--- src/rtl/cu_pkg.sv ---
// Shared encodings, state type and decode bundle for the control unit.
// Imported by the decoder and the control_unit top.
package cu_pkg;

    localparam int STACK_DEPTH_DEF = 8;

    // Instruction class [18:17] and opcode [18:16]
    localparam logic [1:0] CLS_RALU = 2'b00;
    localparam logic [1:0] CLS_IALU = 2'b01;
    localparam logic [2:0] OP_LW    = 3'b100;
    localparam logic [2:0] OP_SW    = 3'b101;
    localparam logic [2:0] OP_SHIFT = 3'b110;
    localparam logic [2:0] OP_CTRL  = 3'b111;

    // Control sub-ops [15:14]
    localparam logic [1:0] SUB_JMP = 2'b00;
    localparam logic [1:0] SUB_JSB = 2'b01;
    localparam logic [1:0] SUB_RET = 2'b10;
    localparam logic [1:0] SUB_BR  = 2'b11;

    // Branch conditions [13:11]
    localparam logic [2:0] COND_BZ   = 3'b000;
    localparam logic [2:0] COND_BNZ  = 3'b001;
    localparam logic [2:0] COND_BC   = 3'b010;
    localparam logic [2:0] COND_BNC  = 3'b011;
    localparam logic [2:0] COND_HALT = 3'b111;

    // ALU functions
    localparam logic [2:0] ALU_ADD = 3'b000;
    localparam logic [2:0] ALU_ADC = 3'b001;
    localparam logic [2:0] ALU_SUB = 3'b010;
    localparam logic [2:0] ALU_SBC = 3'b011;
    localparam logic [2:0] ALU_AND = 3'b100;
    localparam logic [2:0] ALU_OR  = 3'b101;
    localparam logic [2:0] ALU_XOR = 3'b110;
    localparam logic [2:0] ALU_NOT = 3'b111;

    // Datapath mux selects
    localparam logic [1:0] PCM_NEXT = 2'b00;
    localparam logic [1:0] PCM_BR   = 2'b01;
    localparam logic [1:0] PCM_JMP  = 2'b10;
    localparam logic [1:0] PCM_RET  = 2'b11;
    localparam logic [1:0] RWM_ALU   = 2'b00;
    localparam logic [1:0] RWM_SHIFT = 2'b01;
    localparam logic [1:0] RWM_MEM   = 2'b10;

    typedef enum logic [1:0] {
        S_RUN,
        S_LOAD,
        S_HALT,
        S_ERR
    } state_t;

    typedef struct packed {
        logic [1:0] pc_mux;
        logic [2:0] alu_op;
        logic [1:0] reg_write_mux;
        logic       reg_write;
        logic       mem_write;
        logic       push;
        logic       pop;
        logic       alu_use_carry;
        logic       alu_in_mux;
        logic       reg_B_mux;
        logic       select_c;
        logic       select_z;
        logic       write_c;
        logic       write_z;
        logic       is_lw;
        logic       is_halt;
    } ctrl_t;

    localparam ctrl_t CTRL_NOP = '0;

    // Clear every state-changing strobe, keep the selects
    function automatic ctrl_t kill_strobes(ctrl_t c);
        ctrl_t r;
        r           = c;
        r.reg_write = 1'b0;
        r.mem_write = 1'b0;
        r.push      = 1'b0;
        r.pop       = 1'b0;
        r.write_c   = 1'b0;
        r.write_z   = 1'b0;
        return r;
    endfunction

endpackage

--- src/rtl/control_unit_inst_decoder.sv ---
// Pure combinational instruction decode.
// Branch conditions are resolved here against the live C/Z flags.
module inst_decoder
    import cu_pkg::*;
(
    input  logic [18:0] instruction,
    input  logic        C,
    input  logic        Z,
    output ctrl_t       ctrl
);

    logic [2:0] opc;
    logic [1:0] sub;
    logic [2:0] cond;
    logic       taken;
    logic       unused_bits;

    assign opc         = instruction[18:16];
    assign sub         = instruction[15:14];
    assign cond        = instruction[13:11];
    assign unused_bits = ^instruction[10:0];

    // Evaluate the branch condition on the current flags
    always_comb begin
        taken = 1'b0;
        unique case (cond)
            COND_BZ:  taken = Z;
            COND_BNZ: taken = ~Z;
            COND_BC:  taken = C;
            COND_BNC: taken = ~C;
            default:  taken = 1'b0;
        endcase
    end

    // Map opcode fields to datapath controls
    always_comb begin
        ctrl = CTRL_NOP;
        if (instruction[18] == 1'b0) begin
            ctrl.alu_op        = instruction[16:14];
            ctrl.alu_in_mux    = (instruction[18:17] == CLS_IALU);
            ctrl.reg_write     = 1'b1;
            ctrl.reg_write_mux = RWM_ALU;
            ctrl.alu_use_carry = (instruction[16:14] == ALU_ADC) ||
                                 (instruction[16:14] == ALU_SBC);
            ctrl.write_c       = ~instruction[16];
            ctrl.write_z       = 1'b1;
        end else begin
            unique case (opc)
                OP_LW: begin
                    ctrl.alu_in_mux    = 1'b1;
                    ctrl.alu_op        = ALU_ADD;
                    ctrl.reg_write     = 1'b1;
                    ctrl.reg_write_mux = RWM_MEM;
                    ctrl.is_lw         = 1'b1;
                end
                OP_SW: begin
                    ctrl.alu_in_mux = 1'b1;
                    ctrl.alu_op     = ALU_ADD;
                    ctrl.reg_B_mux  = 1'b1;
                    ctrl.mem_write  = 1'b1;
                end
                OP_SHIFT: begin
                    ctrl.reg_write     = 1'b1;
                    ctrl.reg_write_mux = RWM_SHIFT;
                    ctrl.select_c      = 1'b1;
                    ctrl.select_z      = 1'b1;
                    ctrl.write_c       = 1'b1;
                    ctrl.write_z       = 1'b1;
                end
                OP_CTRL: begin
                    unique case (sub)
                        SUB_JMP: ctrl.pc_mux = PCM_JMP;
                        SUB_JSB: begin
                            ctrl.pc_mux = PCM_JMP;
                            ctrl.push   = 1'b1;
                        end
                        SUB_RET: begin
                            ctrl.pc_mux = PCM_RET;
                            ctrl.pop    = 1'b1;
                        end
                        default: begin
                            ctrl.pc_mux  = taken ? PCM_BR : PCM_NEXT;
                            ctrl.is_halt = (cond == COND_HALT);
                        end
                    endcase
                end
                default: ctrl = CTRL_NOP;
            endcase
        end
    end

endmodule

--- src/rtl/control_unit.sv ---
// Control unit: run/load/halt/error sequencing, return-stack depth
// tracking with overflow/underflow trap, and retired-instruction count.
module control_unit
    import cu_pkg::*;
#(
    parameter int STACK_DEPTH = STACK_DEPTH_DEF,
    parameter int CNT_W       = 16
) (
    input  logic             clk,
    input  logic             reset,
    input  logic [18:0]      instruction,
    input  logic             C,
    input  logic             Z,
    output logic             pc_en,
    output logic             mem_write,
    output logic             reg_write,
    output logic             push,
    output logic             pop,
    output logic             alu_use_carry,
    output logic [2:0]       alu_op,
    output logic [1:0]       pc_mux,
    output logic [1:0]       reg_write_mux,
    output logic             alu_in_mux,
    output logic             reg_B_mux,
    output logic             select_c,
    output logic             select_z,
    output logic             write_c,
    output logic             write_z,
    output logic             halted,
    output logic             stack_err,
    output logic [CNT_W-1:0] retired
);

    localparam int             DW   = $clog2(STACK_DEPTH + 1);
    localparam logic [DW-1:0]  FULL = DW'(STACK_DEPTH);

    state_t         state;
    state_t         nxt;
    logic [DW-1:0]  depth;
    logic [CNT_W-1:0] cnt;
    ctrl_t          dec;
    ctrl_t          ctl;
    logic           en;
    logic           trap;

    inst_decoder u_dec (
        .instruction (instruction),
        .C           (C),
        .Z           (Z),
        .ctrl        (dec)
    );

    assign trap = (dec.push && depth == FULL) ||
                  (dec.pop  && depth == '0);

    // State, stack depth and retired count registers
    always_ff @(posedge clk) begin
        if (reset) begin
            state <= S_RUN;
            depth <= '0;
            cnt   <= '0;
        end else begin
            state <= nxt;
            if (ctl.push)
                depth <= depth + 1'b1;
            else if (ctl.pop)
                depth <= depth - 1'b1;
            if (en)
                cnt <= cnt + 1'b1;
        end
    end

    // Next state and strobe gating
    always_comb begin
        nxt = state;
        en  = 1'b0;
        ctl = kill_strobes(dec);
        unique case (state)
            S_RUN: begin
                if (trap) begin
                    nxt = S_ERR;
                end else if (dec.is_lw) begin
                    nxt = S_LOAD;
                end else begin
                    ctl = dec;
                    en  = 1'b1;
                    if (dec.is_halt)
                        nxt = S_HALT;
                end
            end
            S_LOAD: begin
                ctl.reg_write     = 1'b1;
                ctl.reg_write_mux = RWM_MEM;
                en                = 1'b1;
                nxt               = S_RUN;
            end
            default: nxt = state;
        endcase
        if (reset) begin
            ctl = kill_strobes(dec);
            en  = 1'b0;
            nxt = S_RUN;
        end
    end

    assign pc_en         = en;
    assign mem_write     = ctl.mem_write;
    assign reg_write     = ctl.reg_write;
    assign push          = ctl.push;
    assign pop           = ctl.pop;
    assign alu_use_carry = ctl.alu_use_carry;
    assign alu_op        = ctl.alu_op;
    assign pc_mux        = ctl.pc_mux;
    assign reg_write_mux = ctl.reg_write_mux;
    assign alu_in_mux    = ctl.alu_in_mux;
    assign reg_B_mux     = ctl.reg_B_mux;
    assign select_c      = ctl.select_c;
    assign select_z      = ctl.select_z;
    assign write_c       = ctl.write_c;
    assign write_z       = ctl.write_z;
    assign halted        = (state == S_HALT) && !reset;
    assign stack_err     = (state == S_ERR) && !reset;
    assign retired       = cnt;

endmodule

--- config.mk ---
export PLATFORM = sky130hd
export DESIGN_NAME = control_unit
export DESIGN_NICKNAME = d
export VERILOG_FILES = /design/src/rtl/cu_pkg.sv /design/src/rtl/control_unit_inst_decoder.sv /design/src/rtl/control_unit.sv
export SDC_FILE = /design/constraint.sdc
export NUM_CORES = 1
export LEC_CHECK = 0
export CAP_MARGIN = 40
export CELL_PAD_IN_SITES_DETAIL_PLACEMENT = 0
export CELL_PAD_IN_SITES_GLOBAL_PLACEMENT = 1
export CORE_MARGIN = 4
export CORE_UTILIZATION = 28
export CTS_CLUSTER_DIAMETER = 150
export DETAILED_ROUTE_END_ITERATION = 10
export MAX_ROUTING_LAYER = met4
export PLACE_DENSITY_LB_ADDON = 0.1
export SYNTH_ARGS = -nofsm -noshare
export SYNTH_HDL_FRONTEND = slang
export SYNTH_SLANG_ARGS = --single-unit
--- constraint.sdc ---
create_clock -name clk -period 3 [get_ports clk]
set_input_delay 0.6 -clock clk [delete_from_list [all_inputs] [get_ports clk]]
set_output_delay 0.6 -clock clk [all_outputs]
set_load 0.05 [all_outputs]
==> results of run 1 <==
-- kinds of logic (layout without fill, tap and decap cells) --
logic type	after synthesis	in the layout
compound gates	43	43
buf+inv	19	88
simple gates	84	84
xor+xnor	8	8
fa+ha+maj	4	4
flops	22	22
mux	6	6
-- sequential cells by signal (all words and copies together) (netlist names) --
register,cells
depth,4
retired,16
state,2
-- routing by layer --
metal,track usage,vias up,wire (um)
li1,-,815,-
met1,0.185,751,2070
met2,0.230,22,2200
met3,0.0318,2,153
met4,0.0332,0,10
met5,-,-,0
-- area by class of cell --
type | instances | area, um^2 | share of cell area
Clock buffer | 3 | 41.3 | 0.0164
Clock inverter | 1 | 30.0 | 0.0119
Inverter | 6 | 22.5 | 0.00894
Multi-Input combinational cell | 145 | 1050 | 0.416
Sequential cell | 22 | 440 | 0.175
Tap cell | 70 | 87.6 | 0.0348
Timing Repair Buffer | 78 | 850 | 0.337
-- layout by cell type (no fill, tap or decap), types with 2 or more instances in the layout --
master / count
sky130_fd_sc_hd__or4_1: 7
sky130_fd_sc_hd__buf_12: 16
sky130_fd_sc_hd__nand2_1: 7
sky130_fd_sc_hd__or3_1: 2
sky130_fd_sc_hd__and4_1: 4
sky130_fd_sc_hd__buf_4: 35
sky130_fd_sc_hd__mux2_1: 2
sky130_fd_sc_hd__dlygate4sd2_1: 3
sky130_fd_sc_hd__o31ai_1: 8
sky130_fd_sc_hd__inv_1: 6
sky130_fd_sc_hd__mux2i_1: 3
sky130_fd_sc_hd__and3_1: 4
sky130_fd_sc_hd__nor3_1: 5
sky130_fd_sc_hd__nor2_1: 17
sky130_fd_sc_hd__nand3_1: 5
sky130_fd_sc_hd__clkbuf_8: 3
sky130_fd_sc_hd__xor2_1: 7
sky130_fd_sc_hd__o21ai_0: 8
sky130_fd_sc_hd__nand2b_1: 3
sky130_fd_sc_hd__nor2b_1: 10
sky130_fd_sc_hd__clkdlybuf4s50_1: 24
sky130_fd_sc_hd__a21oi_1: 14
sky130_fd_sc_hd__a211oi_1: 2
sky130_fd_sc_hd__ha_1: 2
sky130_fd_sc_hd__a31oi_1: 2
sky130_fd_sc_hd__nor3b_1: 3
sky130_fd_sc_hd__dfxtp_1: 22
sky130_fd_sc_hd__a21oi_2: 2
sky130_fd_sc_hd__nand4_1: 2
-- timing repair --
item,in CTS,in global routing
gates resized for setup,10,0
setup endpoints to repair,1,0
setup buffers,8,0
-- per-stage QoR --
step                setup WS (ns)  hold slack [ns]  std cells  utilization  area [um^2]
CTS                         0.133            0.503        325        0.484         2520
global placement           -0.334            0.479        313        0.453         2360
global route              0.00147            0.534        325        0.484         2520
detailed placement         -0.370            0.493        313        0.453         2360
finish                      0.125            0.500        325        0.484         2520
floorplan                 -0.0242            0.482        186            -         1530
-- path summary, 6_finish.rpt --
| check | start | endpoint | cells after the start |
|---|---|---|---|
| max | instruction[17] | depth[3] | 11 |
| min | retired[14] | retired[14] | 2 |
| max reg2reg | state[0] | depth[3] | 10 |
| min reg2reg | retired[14] | retired[14] | 2 |
-- report_power, final --
group          internal, uW  switching, uW
Clock                   178            101
Sequential              298           7.98
Combinational           100            127
-- critical path, cell delays in order --
cell and delay [ns]:
sky130_fd_sc_hd__clkdlybuf4s50_1 0.51, sky130_fd_sc_hd__nand3_1 0.17, sky130_fd_sc_hd__nor2_4 0.13, sky130_fd_sc_hd__nand2_2 0.07, sky130_fd_sc_hd__or2_4 0.24, sky130_fd_sc_hd__ha_1 0.28
sky130_fd_sc_hd__a21o_1 0.19, sky130_fd_sc_hd__a21oi_2 0.15, sky130_fd_sc_hd__mux2_4 0.32, sky130_fd_sc_hd__or3_1 0.31, sky130_fd_sc_hd__a21oi_1 0.11
==> out/qor.csv, run 1 <==
metric,value,unit
run status,completed,
number of failing hold endpoints at the final stage,0,
number of nets with antenna violations after routing,0,
flip-flop cell with the highest count after synthesis,sky130_fd_sc_hd__dfxtp_1,
worst setup slack for register-to-register paths,0.44,ns
time the final worst path needs with I/O delays and setup,2.87,ns
clock latency reported for the late side of the worst-skew pair,0.27,ns
kind of start point of the critical path,input pin,
H-tree depth,1,
post-DR wirelength/cell,13.7,um
number of clock sinks,22,
area growth from synthesis to layout,65.3,%
Top Ports,60,
final worst path period share,0.958,
number of max-capacitance violations reported,0,
"Reg clk slew, reported paths",0.08,ns
worst hold path class,flip-flop to flip-flop,
number of standard-cell rows in the floorplan,26,
cell accounting for the most synthesized area,sky130_fd_sc_hd__dfxtp_1,
leak pwr,0.000964,uW
arrival time reported for the critical path endpoint,3.08,ns
TritonCTS clock tree,done,
post-detailed-placement half-perimeter wirelength,3330,um
number of violations reported at the end of detailed-routing iteration 0,46,
mux share of post-synthesis cell area,0.0419,
number of synthesized flops with an enable pin,0,
post-cts hold buffer count,0,
vias in the first global route,1552,
core area,0.00520,mm^2
CTS Root Cell,sky130_fd_sc_hd__clkbuf_8,
total track usage,0.144,
count of final setup violators,0,
synthesized area per cell,8.19,um^2
ranking of synthesized cells by instance count,"sky130_fd_sc_hd__dfxtp_1 (22), sky130_fd_sc_hd__nor2_1 (18), sky130_fd_sc_hd__a21oi_1 (15)",
effective utilization at floorplan,0.293,
cell with the most instances after synthesis,sky130_fd_sc_hd__dfxtp_1,
largest net degree at the start of global routing,33,
share of flip-flops with an asynchronous set or reset,0,
final WL,4440,um
dominant combinational cell family by area after synthesis,simple AND/OR/NAND/NOR gates,
number of antenna repair diodes,0,
achievable frequency,0.348,GHz
power density over the cells,323,mW/mm^2
worst supply voltage drop on vdd,0.213,mV
DR DRC count,0,
buffer levels on the longest clock path,2,
via count,1590,
portion of the post-synthesis area used by sequential elements,0.289,
critical path start-end classification,input pin to flip-flop,
number of nets at the end of the flow,283,
max-slew violation total from the final report,0,
number of library cell types mapped by synthesis,47,
fill count,545,
vias per cell,4.89,
first-pass GRT wire length,7430,um
Synth Warn #,0,
count of state elements after synthesis,22,
full die area,0.00669,mm^2
Tot Pwr,813,uW
top cells by area in the synthesized netlist,"sky130_fd_sc_hd__dfxtp_1 (29%), sky130_fd_sc_hd__a21oi_1 (4.9%), sky130_fd_sc_hd__nor2_1 (4.4%)",
final weighted congestion in routability-driven placement,0.828,
required arrival time at the worst endpoint,3.21,ns
buffers added on ports,48,
fraction of synthesized cell area in xor and xnor cells,0.0460,
Setup crit end kind,flip-flop,
Post-Synthesis Net Count,213,
floorplan die height,81.8,um
adder-cell share of the synthesized area,0.0378,
initial antenna violation count,0,
Inserted Clock Buffers,3,
unrepaired setup endpoints after global routing,false,
chip width,81.8,um
sum of overflow across all layers after global routing,0,
Max-Slew Margin vs Limit,0.591,
worst-case clock skew,0.00589,ns
Worst Tran Pin Value,0.607,ns
simple-gate portion of the synthesized area,0.328,
largest fanout on the critical path,3,
summed instance area of the synthesized netlist,0.00152,mm^2
number of cells produced by synthesis,186,
first-pass detailed-route iteration total,4,
final total negative setup slack,0,ns
compound-cell area share of the yosys netlist,0.205,
ratio of cells with drive above 1 in the final layout,0.275,
share of the synthesized area in the top cell type,0.289,
No activity file was read; power rests on OpenSTA's default activity.
==> run 2: changes to the inputs <==
--- a/config.mk
+++ b/config.mk
@@ -14,6 +14,8 @@
 export DETAILED_ROUTE_END_ITERATION = 10
 export MAX_ROUTING_LAYER = met4
 export PLACE_DENSITY_LB_ADDON = 0.1
+export REMOVE_ABC_BUFFERS = 1
+export SKIP_CTS_REPAIR_TIMING = 1
 export SYNTH_ARGS = -nofsm -noshare
 export SYNTH_HDL_FRONTEND = slang
 export SYNTH_SLANG_ARGS = --single-unit
==> run 2 against run 1 <==
Count of clock-buffer cells in the layout unchanged; die area did not move; first-iteration DRC count is 28% lower; flip-flop and latch count stayed put; fmax is 0.27% lower; register-to-register slack got worse by 0.03 ns; clock power about the same; critical path type unchanged; critical endpoint unchanged; largest cell class unchanged; largest power group unchanged.
==> out/qor.csv, run 2 (synthesis results as in run 1) <==
metric,value,unit
Placed Area,0.00234,mm^2
count of final setup violators,0,
time the final worst path needs with I/O delays and setup,2.88,ns
first-pass GRT wire length,6960,um
total internal power,575,uW
worst supply voltage drop on vdd,0.149,mV
highest cell delay on the worst timing path,0.46,ns
max-slew violation total from the final report,0,
core area,0.00520,mm^2
worst-case clock skew,0.00273,ns
power density over the cells,328,mW/mm^2
TritonCTS clock tree,done,
buffer levels on the longest clock path,2,
clock latency reported for the late side of the worst-skew pair,0.27,ns
number of nets at the end of the flow,273,
Worst Tran Pin Value,0.585,ns
proportion of power drawn by flip-flops and latches,0.378,
"Largest delay share family, worst path",simple AND/OR/NAND/NOR gates,
unrepaired setup endpoints after global routing,false,
buffers added on ports,48,
number of failing hold endpoints at the final stage,0,
area growth from synthesis to layout,61.6,%
post-detailed-placement half-perimeter wirelength,3210,um
number of cells in the design after placement,311,
number of nets with antenna violations after routing,0,
CTS Root Cell,sky130_fd_sc_hd__clkbuf_8,
switching power of the nets,233,uW
fill count,520,
floorplan die height,81.8,um
post-route setup slack,0.118,ns
Max-Slew Margin vs Limit,0.606,
final worst path period share,0.961,
post-DR wirelength/cell,13.1,um
H-tree depth,1,
ratio of cells with drive above 1 in the final layout,0.249,
total track usage,0.136,
number of violations reported at the end of detailed-routing iteration 0,33,
run status,completed,
via count,1579,
number of max-capacitance violations reported,0,
"Reg clk slew, reported paths",0.08,ns
CP dominant cell by count,sky130_fd_sc_hd__a21oi_2,
number of clock sinks,22,
vias in the first global route,1513,
count of non-filler cells in the finished layout,315,
largest fanout on the critical path,3,
required arrival time at the worst endpoint,3.21,ns
initial antenna violation count,0,
first-pass detailed-route iteration total,4,
number of flip-flops under the largest register name,16,
Top Ports,60,
Final Instance Area,0.00246,mm^2
full die area,0.00669,mm^2
worst hold path class,flip-flop to flip-flop,
achievable frequency,0.347,GHz
vias per cell,5.01,
clock power share,0.345,
sum of overflow across all layers after global routing,0,
Logic pwr share,0.277,
final WL,4130,um
arrival time reported for the critical path endpoint,3.09,ns
combined buffer and inverter count along the critical path,1,
final weighted congestion in routability-driven placement,0.746,
largest net degree at the start of global routing,33,
chip width,81.8,um
number of standard-cell rows in the floorplan,26,
Setup crit end kind,flip-flop,
effective utilization at floorplan,0.293,
Critical Path Slowest Stage Cell,sky130_fd_sc_hd__clkdlybuf4s50_1,
cells along the critical path,clkdlybuf4s50_1 > and3_4 > o211ai_4 > nand2_1 > or2_4 > ha_1 > a21o_1 > a21oi_2 > mux2_2 > or3_4 > a21oi_2,
pre-CTS setup slack,-0.425,ns
leak pwr,0.000933,uW
kind of start point of the critical path,input pin,
number of antenna repair diodes,0,
"top library cells by usage in the layout, fill and taps aside","sky130_fd_sc_hd__clkdlybuf4s50_1 (24), sky130_fd_sc_hd__buf_4 (24), sky130_fd_sc_hd__dfxtp_1 (22)",
Inserted Clock Buffers,3,
critical path start-end classification,input pin to flip-flop,
switching power share of the total,0.288,
DR DRC count,0,
run 2: stage by stage:
| stage | hold WS, ns | utilization | TNS [ns] | power, uW |
|---|---|---|---|---|
| floorplan | 0.481 | - | -0.0105 | 421 |
| global placement | 0.472 | 0.450 | -0.395 | 532 |
| detailed placement | 0.489 | 0.450 | -0.425 | 534 |
| CTS | 0.501 | 0.464 | -0.166 | 817 |
| global route | 0.529 | 0.473 | 0 | 849 |
| finish | 0.500 | 0.473 | 0 | 808 |
run 2: metal layers:
layer	GRT usage	up-vias	wire length, um
met5	-	-	0
met2	0.211	37	1890
met4	0.0349	0	30
li1	-	798	-
met3	0.0395	4	236
met1	0.174	740	1970
run 2: power by group through the flow:
stage | combinational, uW | sequential, uW | clock (uW)
floorplan | 95.1 | 326 | 0
global placement | 220 | 311 | 0
detailed placement | 222 | 312 | 0
CTS | 223 | 305 | 288
global route | 239 | 306 | 303
finish | 224 | 305 | 279
run 2: worst register-to-register path: stages, from the launching register on:
cell and delay (ns):
sky130_fd_sc_hd__dfxtp_1 0.37, sky130_fd_sc_hd__nor3_1 0.48, sky130_fd_sc_hd__o211ai_4 0.13, sky130_fd_sc_hd__nand2_1 0.11, sky130_fd_sc_hd__or2_4 0.12, sky130_fd_sc_hd__ha_1 0.22, sky130_fd_sc_hd__a21o_1 0.19, sky130_fd_sc_hd__a21oi_2 0.13
sky130_fd_sc_hd__mux2_2 0.34, sky130_fd_sc_hd__or3_4 0.33, sky130_fd_sc_hd__a21oi_2 0.12
run 2: layout make-up:
cell class / count / area, um^2 / area share
timing repair buffer: 68 / 798 / 0.324
clock buffer: 3 / 41.3 / 0.0168
inverter: 6 / 22.5 / 0.00915
multi-input combinational: 145 / 1040 / 0.423
sequential: 22 / 440 / 0.179
tap: 70 / 87.6 / 0.0356
clock inverter: 1 / 30.0 / 0.0122
run 2: final timing paths:
check / startpoint / end / slack [ns] / cells after the start
setup reg to reg: depth[0] / depth[3] / 0.41 / 10
setup / recovery: instruction[17] / depth[3] / 0.12 / 11
hold reg to reg: retired[13] / retired[13] / 0.50 / 2
hold / removal: retired[13] / retired[13] / 0.50 / 2
